--- src/rtl/result_writeback_pkg.sv ---
// Shared definitions for the result write-back slice: FSM state encoding,
// tile geometry constants, out_sel field layout and a priority helper.
package result_writeback_pkg;

  localparam int unsigned PE_DIM     = 4;
  localparam int unsigned TILE_WORDS = 64;

  // out_sel layout: PE row in [3:2], PE column in [1:0]
  localparam int unsigned SEL_ROW_MSB = 3;
  localparam int unsigned SEL_ROW_LSB = 2;
  localparam int unsigned SEL_COL_MSB = 1;
  localparam int unsigned SEL_COL_LSB = 0;

  typedef enum logic [5:0] {
    ST_IDLE  = 6'b000001,
    ST_SEL   = 6'b000010,
    ST_WAIT  = 6'b000100,
    ST_CAP   = 6'b001000,
    ST_WRITE = 6'b010000,
    ST_DONE  = 6'b100000
  } wb_state_e;

  // Index of the lowest set bit; returns 0 for an empty mask.
  function automatic logic [1:0] first_set(input logic [3:0] m);
    if (m[0])      return 2'd0;
    else if (m[1]) return 2'd1;
    else if (m[2]) return 2'd2;
    else if (m[3]) return 2'd3;
    else           return 2'd0;
  endfunction

endpackage

--- src/rtl/result_writeback_addr_gen.sv ---
// wb_addr_gen: latches the tile geometry on load_i and combinationally
// produces the keep mask for PE position k_i and the memory word address of
// element (k_i, idx_i).
//   clk_i, rst_i      clock, synchronous active-high reset
//   load_i            latch geometry inputs
//   tile_row_i..base_addr_i  geometry to latch
//   k_i, idx_i        PE position and array index being addressed
//   keep_o            per-array in-range mask for position k_i
//   addr_o            base + row*cols + col (mod 2^ADDR_W)
module wb_addr_gen
  import result_writeback_pkg::*;
#(
  parameter int unsigned ADDR_W = 32
) (
  input  logic              clk_i,
  input  logic              rst_i,
  input  logic              load_i,
  input  logic [ADDR_W-1:0] tile_row_i,
  input  logic [ADDR_W-1:0] tile_col_i,
  input  logic [ADDR_W-1:0] out_rows_i,
  input  logic [ADDR_W-1:0] out_cols_i,
  input  logic [ADDR_W-1:0] base_addr_i,
  input  logic [3:0]        k_i,
  input  logic [1:0]        idx_i,
  output logic [3:0]        keep_o,
  output logic [ADDR_W-1:0] addr_o
);

  logic [ADDR_W-1:0] tile_row_q, tile_col_q, out_rows_q, out_cols_q, base_q;
  logic [ADDR_W-1:0] row, col_base, col;

  always_ff @(posedge clk_i) begin
    if (rst_i) begin
      tile_row_q <= '0;
      tile_col_q <= '0;
      out_rows_q <= '0;
      out_cols_q <= '0;
      base_q     <= '0;
    end else if (load_i) begin
      tile_row_q <= tile_row_i;
      tile_col_q <= tile_col_i;
      out_rows_q <= out_rows_i;
      out_cols_q <= out_cols_i;
      base_q     <= base_addr_i;
    end
  end

  always_comb begin
    row      = tile_row_q + ADDR_W'(k_i[SEL_ROW_MSB:SEL_ROW_LSB]);
    col_base = tile_col_q + ADDR_W'({k_i[SEL_COL_MSB:SEL_COL_LSB], 2'b00});
    col      = col_base + ADDR_W'(idx_i);
    keep_o   = '0;
    for (int unsigned i = 0; i < PE_DIM; i++) begin
      keep_o[i] = (row < out_rows_q) && ((col_base + ADDR_W'(i)) < out_cols_q);
    end
    addr_o = base_q + row * out_cols_q + col;
  end

endmodule

--- src/rtl/result_writeback.sv ---
// result_writeback: drains one 4x16 output tile from four PE arrays and
// writes the in-range elements to memory as 32-bit words.
//   clk, rst              clock, synchronous active-high reset
//   start                 launch pulse (IDLE only)
//   tile_row/tile_col     output coordinates of tile element (0,0)
//   out_rows/out_cols     output matrix size (out_cols is the row stride)
//   base_addr             word address of output element (0,0)
//   out_sel               PE position select to all arrays
//   result0..result3      result buses of the four arrays
//   mem_wvalid/mem_wready/mem_addr/mem_wdata  write channel
//   busy, done            status
module result_writeback
  import result_writeback_pkg::*;
#(
  parameter int unsigned NUM_ARRAYS = 4,
  parameter int unsigned SEL_LAT    = 1,
  parameter int unsigned ADDR_W     = 32
) (
  input  logic              clk,
  input  logic              rst,
  input  logic              start,
  input  logic [ADDR_W-1:0] tile_row,
  input  logic [ADDR_W-1:0] tile_col,
  input  logic [ADDR_W-1:0] out_rows,
  input  logic [ADDR_W-1:0] out_cols,
  input  logic [ADDR_W-1:0] base_addr,
  output logic [3:0]        out_sel,
  input  logic [31:0]       result0,
  input  logic [31:0]       result1,
  input  logic [31:0]       result2,
  input  logic [31:0]       result3,
  output logic              mem_wvalid,
  input  logic              mem_wready,
  output logic [ADDR_W-1:0] mem_addr,
  output logic [31:0]       mem_wdata,
  output logic              busy,
  output logic              done
);

  wb_state_e         state_q;
  logic [3:0]        out_sel_q;
  logic [1:0]        wait_q;
  logic [3:0]        keep_q;     // entries of the current position not yet written
  logic [1:0]        idx_q;      // entry currently presented on the write channel
  logic [31:0]       hold_q [NUM_ARRAYS];
  logic              mem_wvalid_q, busy_q, done_q;
  logic [ADDR_W-1:0] mem_addr_q;
  logic [31:0]       mem_wdata_q;

  logic [31:0]       res [NUM_ARRAYS];
  logic [3:0]        rem_d;
  logic [1:0]        idx_d;
  logic [3:0]        ag_keep;
  logic [ADDR_W-1:0] ag_addr;
  logic              load;

  assign load = (state_q == ST_IDLE) && start;

  // The next entry is always the lowest remaining kept bit, so clipped
  // entries cost no cycles and the following write is set up in the same
  // edge that completes the current one.
  always_comb begin
    res[0] = result0;
    res[1] = result1;
    res[2] = result2;
    res[3] = result3;
    rem_d  = keep_q;
    if (mem_wvalid_q) rem_d[idx_q] = 1'b0;
    idx_d  = (state_q == ST_CAP) ? first_set(ag_keep) : first_set(rem_d);
  end

  wb_addr_gen #(.ADDR_W(ADDR_W)) u_addr_gen (
    .clk_i       (clk),
    .rst_i       (rst),
    .load_i      (load),
    .tile_row_i  (tile_row),
    .tile_col_i  (tile_col),
    .out_rows_i  (out_rows),
    .out_cols_i  (out_cols),
    .base_addr_i (base_addr),
    .k_i         (out_sel_q),
    .idx_i       (idx_d),
    .keep_o      (ag_keep),
    .addr_o      (ag_addr)
  );

  always_ff @(posedge clk) begin
    if (rst) begin
      state_q      <= ST_IDLE;
      out_sel_q    <= '0;
      wait_q       <= '0;
      keep_q       <= '0;
      idx_q        <= '0;
      mem_wvalid_q <= 1'b0;
      mem_addr_q   <= '0;
      mem_wdata_q  <= '0;
      busy_q       <= 1'b0;
      done_q       <= 1'b0;
      for (int unsigned i = 0; i < NUM_ARRAYS; i++) hold_q[i] <= '0;
    end else begin
      done_q <= 1'b0;
      case (state_q)
        ST_IDLE: begin
          if (start) begin
            out_sel_q <= '0;
            busy_q    <= 1'b1;
            state_q   <= ST_SEL;
          end
        end
        ST_SEL: begin
          wait_q  <= '0;
          state_q <= (SEL_LAT == 0) ? ST_CAP : ST_WAIT;
        end
        ST_WAIT: begin
          if (wait_q == 2'(SEL_LAT - 1)) state_q <= ST_CAP;
          else                           wait_q  <= wait_q + 2'd1;
        end
        ST_CAP: begin
          for (int unsigned i = 0; i < NUM_ARRAYS; i++) hold_q[i] <= res[i];
          keep_q       <= ag_keep;
          idx_q        <= idx_d;
          mem_wvalid_q <= |ag_keep;
          mem_addr_q   <= ag_addr;
          mem_wdata_q  <= res[idx_d];   // hold_q is loading this same edge
          state_q      <= ST_WRITE;
        end
        ST_WRITE: begin
          if (!(mem_wvalid_q && !mem_wready)) begin
            keep_q <= rem_d;
            idx_q  <= idx_d;
            if (|rem_d) begin
              mem_wvalid_q <= 1'b1;
              mem_addr_q   <= ag_addr;
              mem_wdata_q  <= hold_q[idx_d];
            end else begin
              mem_wvalid_q <= 1'b0;
              if (out_sel_q == 4'hF) begin
                done_q  <= 1'b1;
                busy_q  <= 1'b0;
                state_q <= ST_DONE;
              end else begin
                out_sel_q <= out_sel_q + 4'd1;
                state_q   <= ST_SEL;
              end
            end
          end
        end
        ST_DONE: state_q <= ST_IDLE;
        default: state_q <= ST_IDLE;
      endcase
    end
  end

  assign out_sel    = out_sel_q;
  assign mem_wvalid = mem_wvalid_q;
  assign mem_addr   = mem_addr_q;
  assign mem_wdata  = mem_wdata_q;
  assign busy       = busy_q;
  assign done       = done_q;

endmodule
--- config.mk ---
export PLATFORM = sky130hd
export DESIGN_NAME = result_writeback
export DESIGN_NICKNAME = d
export VERILOG_FILES = /design/src/rtl/result_writeback_pkg.sv /design/src/rtl/result_writeback_addr_gen.sv /design/src/rtl/result_writeback.sv
export SDC_FILE = /design/constraint.sdc
export NUM_CORES = 2
export LEC_CHECK = 0
export CAP_MARGIN = 10
export CORE_UTILIZATION = 45
export DETAILED_ROUTE_END_ITERATION = 12
export PLACE_DENSITY = 0.63
export RECOVER_POWER = 50
export SLEW_MARGIN = 20
export SYNTH_ARGS = -nofsm -noshare
export SYNTH_HDL_FRONTEND = slang
export SYNTH_SLANG_ARGS = --single-unit
--- constraint.sdc ---
create_clock -name clk -period 13 [get_ports clk]
set_clock_uncertainty 0.1 [all_clocks]
set_input_delay 3.9 -clock clk [delete_from_list [all_inputs] [get_ports clk]]
set_output_delay 3.9 -clock clk [all_outputs]
set_load 0.03 [all_outputs]
==> reports/qor.csv <==
metric,value,unit
status,finished with violations,
failing checks,"capacitance limit, slew limit",
crit path capture type,flip-flop,
# port buffers,362,
nets@finish,5935,
first-pass GRT wire length,199000,µm
num rows,108,
max incr delay on CP,800,ps
Tmin final,12130,ps
syn_area_per_cell,8.60,µm²
YS warnings,0,
largest net degree at the start of global routing,130,
PostCTS Resize Cnt,0,
Congestion Overflow GR,0,
Pre-antenna DRT Iters,7,
MaxCap Viol Count,6,
cell taking the most area after synthesis,fa_1,
max_slew headroom,-162,%
RSZ-0062 raised after global routing,no,
Final Max Tran Viols,395,
"Clk pin slew, worst setup/hold paths",60,ps
# DRC,0,
Multi-input gate area,27600,µm²
main combinational cell family by area after synthesis,adder cells,
hold_buf cts,0,
Reg2Reg Setup Slack,870,ps
post-DP HPWL,102000,µm
wire length per cell,21.4,µm
gr usage total,29.1,%
Startpoint Class,flip-flop,
ys async rst share,0,%
HP Class,flip-flop to flip-flop,
"leading cell types in the layout, fill and taps excluded","1029 x nand2_1, 697 x inv_1, 471 x fa_1, 360 x clkdlybuf4s50_1, 297 x ha_1",
pwr/cell area,90.4,nW/µm²
Mapped Cells,4620,
Filler cells,8287,
CTS Sinks,373,
Synth cell types,72,
post-route clock period utilization,93.3,%
share of the synthesized area in the top cell type,23.7,%
clock root cell,clkbuf_16,
sequential area share after synthesis,22.0,%
final setup violating endpoints,0,
Post-Synthesis Net Count,5680,
Clock Path Buffers,3,
Routed Wire Length,130000,µm
gpl congestion,0.971,
layout cells sized above 1,4.78,%
antenna violations before repair,16,
largest cells by area after synthesis,"fa_1 24%, dfxtp_1 12%, nand2_1 9.7%",
Synth Register Bits,373,
synthesized cell area,39700,µm²
leakage power,21.2,nW
CTS Buf Count,46,
Post-synth top flop,dfxtp_1,
# H-tree levels,2,
critical path class,flip-flop to flip-flop,
Die ar.,89500,µm²
crit path max-delay cell type,o31ai_1,
mux cell area share after synthesis,3.48,%
# IOs,363,
DR vias/cell,5.37,
"leading cell type in the layout, fill and taps excluded",nand2_1,
routed via count,32600,
CTS tree,built,
post-route ant nets,0,
Adder-Cell Fraction of Synth Area,33.1,%
vias in the first global route,32900,
Reg area,8750,µm²
Max VDD drop,0.104,mV
CP arrival,12550,ps
Hold Fails Final Rpt,0,
Synth Area in Simple Gates,18.5,%
cell family with most CP delay,compound AO/OA/AOI/OAI gates,
Die Y,299,µm
Initial Utilization,45.6,%
XOR/XNOR Fraction of Synth Area,5.31,%
Post-CTS Setup Bufs,0,
"Clk Latency, worst-skew pair",630,ps
core area,87200,µm²
Synth Area in Compound Gates,8.73,%
Die Wd,299,µm
synthesis-to-layout area growth,16.5,%
f_max,0.0824,GHz
CP bufs+invs,5,
Iteration-0 DRC Markers,2295,
Post-synth EDFFs,128,
Slew @ Worst Pin,3930,ps
Critical Path Fanout Max,7,
Critical Path RT,13420,ps
Final TNS setup,0,ps
Fin Hold WS,353,ps
==> layer usage <==
metal	vias up	global-route usage (%)	share of wire, %
met2	1015	48.3	48
met4	18	9.66	3.4
li1	15200	-	-
met5	-	0	0.094
met3	227	6.30	7.6
met1	16100	37.6	41
==> flip-flops by register name, indices dropped and copies added, names as in the netlist <==
name	cells
busy	1
done	1
hold_q	128
idx_q	2
keep_q	4
mem_addr	32
mem_wdata	32
mem_wvalid	1
out_sel	4
state_q	6
u_addr_gen.base_q	32
u_addr_gen.out_cols_q	32
u_addr_gen.out_rows_q	32
u_addr_gen.tile_col_q	32
u_addr_gen.tile_row_q	32
wait_q	2
==> final timing paths <==
kind	end	depth (start not counted)	start
max	mem_addr[24]	46	out_sel[0]
min	mem_addr[19]	2	mem_addr[19]
max reg2reg	mem_addr[24]	46	out_sel[0]
min reg2reg	mem_addr[19]	2	mem_addr[19]
==> tightest hold or removal path, stage by stage, from the launching register on <==
cell and delay [ps]:
dfxtp_1 300, nand2_1 50, a21oi_1 50
==> synth_stat cells, types with 3 or more instances <==
cell type	n
nand2_1	1031
inv_1	697
fa_1	471
ha_1	297
a21oi_1	266
dfxtp_1	245
clkbuf_1	231
and2_1	206
xnor2_1	163
edfxtp_1	128
mux2i_1	102
nor2_1	98
o211ai_1	70
a21o_1	60
xor2_1	49
nand3_1	43
o21ai_0	43
nand3b_1	40
nor3_1	40
nand4_1	39
o2111ai_1	34
mux2_2	32
nor4_1	25
nor2b_1	19
and3_1	17
a211oi_1	14
or3_1	14
nand2b_1	13
a31oi_1	11
and4_1	9
buf_1	9
o21a_1	9
nor3b_1	8
o31ai_1	8
xnor3_1	7
o21bai_1	6
or2_2	6
or4_1	5
a211o_1	4
a31o_2	4
o31a_1	4
a32oi_1	3
nor4b_1	3
o21ai_1	3
==> cell families (layout without fill, tap and decap cells) <==
kind of cell / Yosys count / count (layout)
compound gates: 557 / 557
xor+xnor: 223 / 223
fa+ha+maj: 768 / 768
buf+inv: 942 / 1234
flops: 373 / 373
mux: 134 / 134
other cells: 0 / 7
simple gates: 1623 / 1623
==> power by group <==
group          leakage, nW  switching (mW)  internal [mW]
logic                 17.1           0.912          0.592
clock network        0.767           0.572          0.789
registers             3.32          0.0624           1.26
==> cell type report <==
type	instances	area share, %
clock inverters	28	0.775
repair buffers	450	9.24
clock buffers	57	2.68
inverters	699	5.67
multi-input cells	3305	59.6
well taps	1155	3.12
flip-flops and latches	373	18.9
diodes	7	0.0378
==> through the flow <==
stage / instances / total power, mW / cell area [µm²] / util [%] / setup slack [ps]
global placement: 5982 / 2.84 / 44700 / 51.3 / 1120
detailed placement: 5982 / 2.85 / 44700 / 51.3 / 1020
CTS: 6067 / 4.23 / 46300 / 53.2 / 982
floorplan: 4620 / 2.28 / 39700 / - / 2040
global route: 6069 / 4.44 / 46300 / 53.1 / 125
finish: 6074 / 4.19 / 46300 / 53.1 / 871
Note: power is estimated with default switching activity, not from simulation.
==> edit, RTL diff (same flow settings) <==
The 6 states of `wb_state_e` get a binary encoding in 3 bits.
--- a/src/rtl/result_writeback_pkg.sv
+++ b/src/rtl/result_writeback_pkg.sv
@@ -12,11 +12,11 @@
   localparam int unsigned SEL_COL_LSB = 0;
 
-  typedef enum logic [5:0] {
-    ST_IDLE  = 6'b000001,
-    ST_SEL   = 6'b000010,
-    ST_WAIT  = 6'b000100,
-    ST_CAP   = 6'b001000,
-    ST_WRITE = 6'b010000,
-    ST_DONE  = 6'b100000
+  typedef enum logic [2:0] {
+    ST_IDLE  = 3'd0,
+    ST_SEL   = 3'd1,
+    ST_WAIT  = 3'd2,
+    ST_CAP   = 3'd3,
+    ST_WRITE = 3'd4,
+    ST_DONE  = 3'd5
   } wb_state_e;
 
Check against the original RTL: same outputs for any inputs over 4 cycles, from zero or initial values and one cycle with rst high; so few cycles prove little.
==> edit against the original RTL <==
  * The flow finishes with violations (DRC, capacitance limit, slew limit)
  * Sequential cell count fell by 3
  * Die area fell by 0.93%
  * Total power rose by 36%
  * Worst setup slack improved by 130 ps
  * Non-clock buffer count fell by 1
  * Cell area fell by 0.81%
  * Synthesized area fell by 0.93%
  * Routed wire length fell by 1.8%
  * Critical path type unchanged
  * Synthesized cell count fell by 1.8%
  * Cell count fell by 1.3%
  * Count of clock-buffer cells in the layout rose by 4
  * Via count fell by 1.4%
==> edit: results (changes against the original RTL) <==
slew_headroom_pct: -152  # +11 points
worstPathArrival_ps: 12410  # -140 ps
status: "complete, but fails checks"
synth_nets: 5597  # -1.5%
synthMuxAreaShare_pct: 3.30  # -0.17 points
synth_cell_types: 82  # +14%
grt_max_degree: 103  # -21%
crit_slowest_cell: "nor3_1"
grt_pass1_vias: 32800  # -0.18%
layout-drive-gt1-share_pct: 4.61  # -0.17 points
rr_endpoint: "mem_addr[30]"
hold_class: "reg2reg"
rrSetupSlack_ps: 1000  # +130 ps
grt_util_met3_pct: 6.20  # -0.10 points
violations: "DRC, capacitance limit, slew limit"
yosys-top-cells-area: "fa_1 (24%), dfxtp_1 (12%), edfxtp_1 (9.8%), ha_1 (9.4%), nand2_1 (9.4%)"
yosysSeqAreaShare_pct: 22.1  # +0.055 points
synth-adder-area-share_pct: 33.4  # +0.31 points
pg_clk_mw: 1.34
synth_common_cells: "nand2_1 (983), inv_1 (693), fa_1 (471)"
clock_latency_ps: 610  # -20 ps
hpwl_mm: 101  # -1.1%
powerComb_mw: 2.89  # +93%
grt_first_pass_wirelength_mm: 197  # -1.2%
met3_length_mm: 9.49  # -4.2%
slowest_delay_ps: 660  # -140 ps
worstRegToRegCells: 45  # -2.2%
cts_buffers: 46  # unchanged
grtUsageMet1_pct: 37.3  # -0.22 points
final_nets: 5861  # -1.2%
synth-main-ff-cell: "dfxtp_1"
antenna_found_initial: 10  # -6
cap_violations: 7  # +1
fillers: 8252  # -0.42%
cts_root_buf: "clkbuf_16"
drtIter0Drc: 1977  # -14%
p_leak_nw: 21.2  # -0.18%
p_sw_mw: 2.45  # +59%
wl_mm: 127  # -1.8%
cp_max_fo: 5  # -2
irDropWorstVdd_mv: 0.109  # +5.6%
drc: 2  # +2
place_congestion: 1.00  # +3.4%
critPathTopFamily: "adder cells"
path_class: "reg2reg"
met2_usage_pct: 47.7  # -0.63 points
synth-xor-area-share_pct: 5.42  # +0.11 points
num_vias: 32200  # -1.4%
wl_met2_mm: 60.3  # -2.6%
met1_length_mm: 52.8  # -1.0%
synth_compound_area_share_pct: 8.64  # -0.086 points
synth_edf_count: 128  # unchanged
grt_usage_pct: 28.8  # -0.29 points
drv_slew: 511  # +29%
dr.pass1.iters: 10  # +3
-- edit: worst register-to-register path, delay by kind of cell (launching register included) --
kind	cells	cell delay [ps]
AO/OA/AOI/OAI	15	3450
buffers and inverters	7	740
adder cells (fa/ha/maj)	10	3500
XOR/XNOR	2	580
AND/OR/NAND/NOR	11	3100
flip-flops	1	420
-- edit: per-stage QoR --
stage	worst slack, ps	instance area, sq um	power (mW)	instances	hold WS, ps
6_report	998	45900	5.70	5994	352
5_1_grt	132	45900	6.10	5994	376
4_1_cts	998	46000	5.74	5993	355
3_5_place_dp	1040	44400	4.37	5908	346
3_3_place_gp	1300	44400	4.35	5908	344
2_1_floorplan	2650	39400	3.36	4537	336
-- edit: cell type report --
cell class              count  area, sq um  share of cell area (%)
repair buffers            449         4260                    9.28
multi-input cells        3234        27300                    59.5
clock buffers              61         1270                    2.76
clock inverters            24          297                   0.646
well taps                1155         1450                    3.15
inverters                 700         2630                    5.72
diodes                      1         2.50                 0.00545
flip-flops and latches    370         8690                    18.9
